`src/rtl/lsu_mem_port_if.sv`:
```
// Bundles the request/response handshake and the data-memory port of lsu_mem_port.
// slave = the load/store unit itself; master = the requester plus memory environment.
interface lsu_mem_port_if;
  logic        req_valid;
  logic        req_ready;
  logic        req_write;
  logic [1:0]  req_size;
  logic        req_unsigned;
  logic [31:0] req_addr;
  logic [31:0] req_wdata;
  logic        resp_valid;
  logic [31:0] resp_rdata;
  logic        resp_err;
  logic [31:0] mem_address;
  logic [31:0] mem_write_data;
  logic        mem_write_en;
  logic        mem_read_en;
  logic [31:0] mem_read_data;

  modport slave (
    input  req_valid, req_write, req_size, req_unsigned, req_addr, req_wdata,
    input  mem_read_data,
    output req_ready, resp_valid, resp_rdata, resp_err,
    output mem_address, mem_write_data, mem_write_en, mem_read_en
  );

  modport master (
    output req_valid, req_write, req_size, req_unsigned, req_addr, req_wdata,
    output mem_read_data,
    input  req_ready, resp_valid, resp_rdata, resp_err,
    input  mem_address, mem_write_data, mem_write_en, mem_read_en
  );
endinterface

```
`src/rtl/lsu_mem_port.sv`:
```
// Single-outstanding load/store unit in front of a combinational-read, posedge-write data memory.
// Define LSU_SUBWORD_EN to enable byte/halfword accesses (sub-word stores use read-modify-write).
module lsu_mem_port (
  input logic           clk,
  input logic           rst_n,
  lsu_mem_port_if.slave bus
);

  typedef enum logic [1:0] {
    S_IDLE = 2'd0,
    S_RD   = 2'd1,
    S_WR   = 2'd2,
    S_RESP = 2'd3
  } state_e;

  localparam logic [1:0] SZ_BYTE = 2'd0;
  localparam logic [1:0] SZ_HALF = 2'd1;
  localparam logic [1:0] SZ_WORD = 2'd2;

  state_e      state_q, state_d;
  logic [31:0] addr_q, addr_d;
  logic [31:0] wdata_q, wdata_d;
  logic [31:0] rdata_q, rdata_d;
  logic [1:0]  size_q, size_d;
  logic        uns_q, uns_d;
  logic        write_q, write_d;
  logic        err_q, err_d;
  logic [31:0] store_word;

  function automatic logic req_illegal(input logic [1:0] size, input logic [1:0] off);
`ifdef LSU_SUBWORD_EN
    case (size)
      SZ_BYTE: req_illegal = 1'b0;
      SZ_HALF: req_illegal = off[0];
      SZ_WORD: req_illegal = (off != 2'b00);
      default: req_illegal = 1'b1;
    endcase
`else
    req_illegal = (size != SZ_WORD) || (off != 2'b00);
`endif
  endfunction

  // Little-endian lane extraction followed by sign/zero extension.
  function automatic logic [31:0] load_extend(input logic [31:0] word, input logic [1:0] off,
                                              input logic [1:0] size, input logic uns);
    logic [31:0] sh;
    sh = '0;
    case (size)
      SZ_BYTE: begin
        sh = word >> {off, 3'b000};
        load_extend = {{24{~uns & sh[7]}}, sh[7:0]};
      end
      SZ_HALF: begin
        sh = word >> {off[1], 4'b0000};
        load_extend = {{16{~uns & sh[15]}}, sh[15:0]};
      end
      default: load_extend = word;
    endcase
  endfunction

`ifdef LSU_SUBWORD_EN
  function automatic logic [31:0] store_merge(input logic [31:0] old_word, input logic [31:0] data,
                                              input logic [1:0] off, input logic [1:0] size);
    logic [31:0] mask;
    logic [4:0]  shamt;
    if (size == SZ_BYTE) begin
      shamt = {off, 3'b000};
      mask  = 32'h0000_00FF << shamt;
    end else begin
      shamt = {off[1], 4'b0000};
      mask  = 32'h0000_FFFF << shamt;
    end
    store_merge = (old_word & ~mask) | ((data << shamt) & mask);
  endfunction
`endif

  always_comb begin
    state_d = state_q;
    addr_d  = addr_q;
    wdata_d = wdata_q;
    rdata_d = rdata_q;
    size_d  = size_q;
    uns_d   = uns_q;
    write_d = write_q;
    err_d   = err_q;
    case (state_q)
      S_IDLE: begin
        if (bus.req_valid) begin
          addr_d  = bus.req_addr;
          wdata_d = bus.req_wdata;
          size_d  = bus.req_size;
          uns_d   = bus.req_unsigned;
          write_d = bus.req_write;
          rdata_d = '0;
          err_d   = req_illegal(bus.req_size, bus.req_addr[1:0]);
          if (err_d) begin
            state_d = S_RESP;
          end else if (!bus.req_write) begin
            state_d = S_RD;
`ifdef LSU_SUBWORD_EN
          end else if (bus.req_size != SZ_WORD) begin
            state_d = S_RD;
`endif
          end else begin
            state_d = S_WR;
          end
        end
      end
      S_RD: begin
        rdata_d = bus.mem_read_data;
        state_d = write_q ? S_WR : S_RESP;
      end
      S_WR:    state_d = S_RESP;
      S_RESP:  state_d = S_IDLE;
      default: state_d = S_IDLE;
    endcase
  end

  always_ff @(posedge clk) begin
    if (!rst_n) begin
      state_q <= S_IDLE;
      addr_q  <= '0;
      wdata_q <= '0;
      rdata_q <= '0;
      size_q  <= '0;
      uns_q   <= 1'b0;
      write_q <= 1'b0;
      err_q   <= 1'b0;
    end else begin
      state_q <= state_d;
      addr_q  <= addr_d;
      wdata_q <= wdata_d;
      rdata_q <= rdata_d;
      size_q  <= size_d;
      uns_q   <= uns_d;
      write_q <= write_d;
      err_q   <= err_d;
    end
  end

  always_comb begin
`ifdef LSU_SUBWORD_EN
    store_word = (size_q == SZ_WORD) ? wdata_q
                                     : store_merge(rdata_q, wdata_q, addr_q[1:0], size_q);
`else
    store_word = wdata_q;
`endif
  end

  // Every output is gated by rst_n so a store caught in WR during reset never strobes memory.
  always_comb begin
    bus.req_ready      = rst_n && (state_q == S_IDLE);
    bus.resp_valid     = rst_n && (state_q == S_RESP);
    bus.resp_err       = bus.resp_valid && err_q;
    bus.resp_rdata     = (bus.resp_valid && !err_q && !write_q)
                         ? load_extend(rdata_q, addr_q[1:0], size_q, uns_q) : '0;
    bus.mem_read_en    = rst_n && (state_q == S_RD);
    bus.mem_write_en   = rst_n && (state_q == S_WR);
    bus.mem_address    = (rst_n && (state_q != S_IDLE)) ? {addr_q[31:2], 2'b00} : '0;
    bus.mem_write_data = bus.mem_write_en ? store_word : '0;
  end

endmodule

```
`src/flat_wrapper.sv`:
```
// flat-port wrapper written by rule: the top's interface ports become plain ports
module lsu_mem_port_flat 
  (clk, rst_n, bus_req_valid, bus_req_write, bus_req_size, bus_req_unsigned, bus_req_addr, bus_req_wdata, bus_mem_read_data, bus_req_ready, bus_resp_valid, bus_resp_rdata, bus_resp_err, bus_mem_address, bus_mem_write_data, bus_mem_write_en, bus_mem_read_en);
  lsu_mem_port_if bus_i ();
  input logic clk;
  input logic rst_n;
  input wire logic [$bits(bus_i.req_valid)-1:0] bus_req_valid;
  input wire logic [$bits(bus_i.req_write)-1:0] bus_req_write;
  input wire logic [$bits(bus_i.req_size)-1:0] bus_req_size;
  input wire logic [$bits(bus_i.req_unsigned)-1:0] bus_req_unsigned;
  input wire logic [$bits(bus_i.req_addr)-1:0] bus_req_addr;
  input wire logic [$bits(bus_i.req_wdata)-1:0] bus_req_wdata;
  input wire logic [$bits(bus_i.mem_read_data)-1:0] bus_mem_read_data;
  output wire logic [$bits(bus_i.req_ready)-1:0] bus_req_ready;
  output wire logic [$bits(bus_i.resp_valid)-1:0] bus_resp_valid;
  output wire logic [$bits(bus_i.resp_rdata)-1:0] bus_resp_rdata;
  output wire logic [$bits(bus_i.resp_err)-1:0] bus_resp_err;
  output wire logic [$bits(bus_i.mem_address)-1:0] bus_mem_address;
  output wire logic [$bits(bus_i.mem_write_data)-1:0] bus_mem_write_data;
  output wire logic [$bits(bus_i.mem_write_en)-1:0] bus_mem_write_en;
  output wire logic [$bits(bus_i.mem_read_en)-1:0] bus_mem_read_en;
  assign bus_i.req_valid = bus_req_valid;
  assign bus_i.req_write = bus_req_write;
  assign bus_i.req_size = bus_req_size;
  assign bus_i.req_unsigned = bus_req_unsigned;
  assign bus_i.req_addr = bus_req_addr;
  assign bus_i.req_wdata = bus_req_wdata;
  assign bus_i.mem_read_data = bus_mem_read_data;
  assign bus_req_ready = bus_i.req_ready;
  assign bus_resp_valid = bus_i.resp_valid;
  assign bus_resp_rdata = bus_i.resp_rdata;
  assign bus_resp_err = bus_i.resp_err;
  assign bus_mem_address = bus_i.mem_address;
  assign bus_mem_write_data = bus_i.mem_write_data;
  assign bus_mem_write_en = bus_i.mem_write_en;
  assign bus_mem_read_en = bus_i.mem_read_en;
  lsu_mem_port u_core (.clk(clk), .rst_n(rst_n), .bus(bus_i));
endmodule
```
`config.mk`:
```
export PLATFORM = sky130hd
export DESIGN_NAME = lsu_mem_port_flat
export DESIGN_NICKNAME = d
export VERILOG_FILES = /design/src/rtl/lsu_mem_port_if.sv /design/src/rtl/lsu_mem_port.sv /design/src/flat_wrapper.sv
export SDC_FILE = /design/constraint.sdc
export NUM_CORES = 1
export LEC_CHECK = 0
export CAP_MARGIN = 20
export CORE_ASPECT_RATIO = 1.5
export CORE_UTILIZATION = 39
export DETAILED_ROUTE_END_ITERATION = 16
export PLACE_DENSITY = 0.79
export REMOVE_ABC_BUFFERS = 1
export SLEW_MARGIN = 20
export SYNTH_ARGS = -nofsm -noshare
export SYNTH_HDL_FRONTEND = slang
export SYNTH_SLANG_ARGS = --single-unit
```
`constraint.sdc`:
```
create_clock -name clk -period 1.9 [get_ports clk]
set_clock_uncertainty 0.15 [all_clocks]
set_input_delay 0.285 -clock clk [delete_from_list [all_inputs] [get_ports clk]]
set_output_delay 0.285 -clock clk [all_outputs]
set_load 0.005 [all_outputs]
```
* Yosys cells after proc, flatten, opt, wreduce, memory -nomap -nowiden
Index checks and enable logic that the tools add are counted.
** Cells by class
- Reductions and logical operators :: 18
- Equality and inequality tests :: 6
- Bitwise gates (word level) :: 3
- Mux-type cells :: 11
- Shift-type cells :: 2
** Operators with widths (count)
- $mux W32 :: 4
- $pmux W32 S2 :: 2
- $shr A32 B5 Y16 :: 1
- $shr A32 B5 Y8 :: 1
- $logic_and A1 B1 Y1 :: 8
- $pmux W2 S4 :: 1
- $mux W2 :: 3
- $reduce_bool A2 Y1 :: 3
- $eq A2 B1 Y1 const B :: 2
- $eq A2 B2 Y1 const B :: 2
- $logic_not A2 Y1 :: 2
- $ne A2 B2 Y1 const B :: 2
- $reduce_and A2 Y1 :: 2
- $and A1 B1 Y1 :: 2
- $logic_not A1 Y1 :: 2
- $logic_or A1 B1 Y1 :: 1
- $mux W1 :: 1
- $not A1 Y1 :: 1
** Storage, ports and cells
- Word-level logic and storage cells :: 48
- Bits of input ports :: 103
- Bits in registers :: 103
- Output and inout port bits :: 101

* Depth between registers and ports, before layout
- Depth after elaboration :: 5
- Depth in mapped cells :: 8
- Gate-level depth less buffers :: 6

* Least setup slack after synthesis
Ideal clock, no wire load.
- Path type :: reg2out
- Start point :: register u_core.state_q[0]
- End point :: output port bus_resp_rdata[23]
- Cell stages (with the launch flop) :: 8
- Path slack :: 0.014 ns
- Path buffers :: 2
- Data required time :: 1.465 ns
- Arrival :: 1.451 ns
- Cell sequence :: dfxtp_1 > ha_1 > nand4bb_1 > clkbuf_1 > nor2_1 > buf_2 > nand2_1 > nand2_1
** Between the ends
- Word-level cells in the longest chain between the ends :: 5
** Ends and longest elaborated chain
- start: declaration :: line lsu_mem_port.sv:20 : state_e state_q, state_d;
- start signal: assignment :: line lsu_mem_port.sv:130 : state_q <= state_d;
- $eq A2 B2 Y1 :: line lsu_mem_port.sv:153 : bus.resp_valid = rst_n && (state_q == S_RESP);
- $logic_and A1 B1 Y1 :: line lsu_mem_port.sv:153
- $logic_and A1 B1 Y1 (2 in series) :: line lsu_mem_port.sv:155 : bus.resp_rdata = (bus.resp_valid && !err_q && !write_q)
- $mux W32 :: line lsu_mem_port.sv:156 : ? load_extend(rdata_q, addr_q[1:0], size_q, uns_q) : '0;
- end: declaration :: line flat_wrapper.sv:16 : output wire logic [$bits(bus_i.resp_rdata)-1:0] bus_resp_rdata;
Every way passes these cells.

* Worst setup path in the final report
- Start point :: register u_core.size_q[0]
- End point :: output port bus_resp_rdata[11]
** Between the ends
- Word-level cells in the longest chain between the ends :: 3
- Elaborated cells between the ends (all ways) :: 4
- Classes of those cells :: eq/ne: 1; mux: 2; reduce/logical: 1
** Ends and longest elaborated chain
- start: declaration :: line lsu_mem_port.sv:24 : logic [1:0] size_q, size_d;
- start signal: assignment :: line lsu_mem_port.sv:134 : size_q <= size_d;
- $eq A2 B1 Y1 / $logic_not A2 Y1 (equally long branches) :: line lsu_mem_port.sv:48 : case (size)
- $pmux W32 S2 (*) :: line lsu_mem_port.sv:48
- $mux W32 (*) :: line lsu_mem_port.sv:156
Every way passes the cells marked *; elsewhere a longest branch is shown, timed or not.

==> impl_metrics.tcl <==
set metrics [dict create \
    worstSetupEndpointType "primary output" \
    final_common_cell "nand2_1" \
    ys_warn_count 0 \
    gr-total-overflow 0 \
    gp_congestion 0.950 \
    violations "setup timing" \
    multi_input_area_sq_um 3110 \
    die_area_sq_um 12900 \
    max_freq_ghz 0.419 \
    fin_nets 1003 \
    detailed_place_hpwl_um 10900 \
    hold_viol 0 \
    critPathArrivalTime_ns 1.95 \
    ios 204 \
    maxCapViolations 0 \
    synthCells 599 \
    area_growth_pct 91.0 \
    min_period_over_period_pct 126 \
    path_delay_family "compound AO/OA/AOI/OAI gates" \
    yosysTopAreaCell "dfxtp_1" \
    syn_area_per_cell_sq_um 8.13 \
    critPathMaxStageDelay_ns 0.40 \
    dp_cells 960 \
    period_minus_slack_ns 2.39 \
    drive_gt1_share_pct 42.0 \
    dr.pass1.iters 7 \
    vias_per_cell 5.45 \
    worstSetupPathType "register to primary output" \
    grt_pass1_vias 5842 \
    num_rows 49 \
    p_per_area_nw_per_um2 886 \
    slew_viol_final 0 \
    grt_pass1_wl_um 29600 \
    synth_edf_count 0 \
    die_h_um 139 \
    port_buffers 201 \
    track_usage_pct 29.0 \
    hp-class "register to register" \
    clockBufferDepth 2 \
    ys_ff_latch 103 \
    diodes 0 \
    drt_iter0_drc 238 \
    place_ws_ns -0.477 \
    cts_root_buf "clkbuf_16" \
    cts-htree-levels 3 \
    cpMaxStageDelayCell "or3_4" \
    coreArea_sq_um 12100 \
    path_clk_slew_ns 0.07 \
    finish.utilization_pct 77.0 \
    yosys-top-cells-area "dfxtp_1, nand2_1, a21boi_0" \
    die_x_um 93.3 \
    max-vdd-ir-drop_mv 0.511 \
    crit_buf_inv 2 \
    synthArstFlopShare_pct 0 \
    vias 5742 \
    critPathRequiredTime_ns 1.46 \
    synth_top_area_share_pct 42.3 \
    initial_core_util_pct 40.3 \
    path_max_fanout 6 \
    insertion_delay_ns 0.34 \
    power_leakage_nw 3.91 \
    ys_seq_area_share_pct 42.3 \
    setup_slack_ns -0.485 \
    cts_tree "yes" \
    rsz0062_at_grt "true" \
    remaining_drc_errors 0 \
    final_cell_count_no_fill 1054 \
    final_cell_mix "nand2_1, buf_6, clkdlybuf4s50_1, dfxtp_1, buf_4" \
    synthFlopType "dfxtp_1" \
    antenna_found_initial 0 \
    start_kind "register" \
    synth_area_sq_um 4870 \
    grt_max_degree 96 \
    wl_per_cell_um 19.6 \
    clock_sinks 103 \
    seq_area_sq_um 2070 \
    fillers 718 \
    cts_buffers 9 \
    ant_nets 0 \
    crit_chain "or3_4 -> o22ai_4 -> a21oi_4 -> buf_4 -> a221oi_2 -> buf_2" \
    outcome "finished, violations left" \
    drt-total-wl_um 20700 \
    setup_violations 128 \
    ys_types 40 \
]
sequential cells by signal (all words and copies together) (netlist names):
| register | cells |
|---|---|
| u_core.rdata_q | 32 |
| u_core.state_q | 2 |
| u_core.addr_q | 32 |
| u_core.size_q | 2 |
| u_core.store_word | 32 |
| u_core.uns_q | 1 |
| u_core.err_q | 1 |
| u_core.write_q | 1 |
metal layers:
layer  GRT usage [%]  vias to the layer above  share of wire, %
met2            52.7                      294                52
met4            13.0                        0               5.1
met1            30.4                     2759                36
met5               0                        -                 0
li1                -                     2608                 -
met3            8.17                       81               7.2
timing repair:
item | 4_1_cts | 5_1_grt
hold buffers | 0 | 0
gates cloned | 10 | 6
buffers inserted | 56 | 21
setup endpoints to repair | 100 | 150
gates resized for setup | 592 | 105
pin swaps | 55 | 29
through the flow:
stage	total power [mW]	cell area [sq um]	setup TNS [ns]	hold slack (ns)
after global routing	8.57	9300	-35.75	0.336
after detailed placement	4.63	7380	-23.02	0.301
after global placement	4.58	7380	-21.29	0.294
final	8.24	9300	-29.97	0.315
after CTS	7.66	8770	-31.73	0.316
after floorplan	3.53	4650	-94.30	0.253
Yosys cell counts (4+ instances only):
master	n
nor2b_1	5
nand2_1	185
clkbuf_1	35
a21boi_0	68
a22o_1	32
mux2i_1	4
o21ai_0	10
inv_1	16
and2_1	36
nor2_1	14
a222oi_1	4
buf_2	9
dfxtp_1	103
a221oi_2	8
buf_1	4
and3_1	33
ha_1	4
path summary, 6_finish.rpt:
| kind | end | slack (ns) | cells after the start | from |
|---|---|---|---|---|
| worst max-delay path | bus_resp_rdata[11] | -0.49 | 6 | u_core.size_q[0]$_SDFFE_PN0P_ |
| worst min-delay path | u_core.addr_q[13]$_SDFFE_PN0P_ | 0.31 | 2 | u_core.addr_q[13]$_SDFFE_PN0P_ |
| worst max register to register | u_core.rdata_q[2]$_SDFFE_PN0P_ | -0.05 | 10 | u_core.state_q[1]$_SDFFE_PN0P_ |
| worst min register to register | u_core.addr_q[13]$_SDFFE_PN0P_ | 0.31 | 2 | u_core.addr_q[13]$_SDFFE_PN0P_ |
report_power, final:
group / internal (mW) / total, mW / switching, mW / leakage (nW)
Combinational: 2.12 / 3.76 / 1.65 / 2.92
Sequential: 2.46 / 2.68 / 0.216 / 0.844
Clock: 0.941 / 1.80 / 0.864 / 0.138
Total: 5.52 / 8.24 / 2.73 / 3.91
cell type report:
type	instances	share of cell area, %
Timing Repair Buffer	337	38.4
Multi-Input combinational cell	429	33.4
Sequential cell	103	22.3
Clock buffer	11	2.61
Tap cell	153	2.06
Inverter	16	0.753
Clock inverter	5	0.444
cells by family after synthesis:
| kind of cell | synth area share, % |
|---|---|
| and+or+nand+nor | 26.1 |
| AOI/OAI and AO/OA | 23.5 |
| DFF | 42.3 |
| buffers and inverters | 5.86 |
| muxes | 1.10 |
| adders and majority gates | 1.03 |
| other | 0.0770 |
worst min-delay path, stage by stage (launching register included):
cell and delay [ns]:
dfxtp_1 0.32, nand2_1 0.05, a21boi_1 0.05
(Power assumes the default switching activity.)
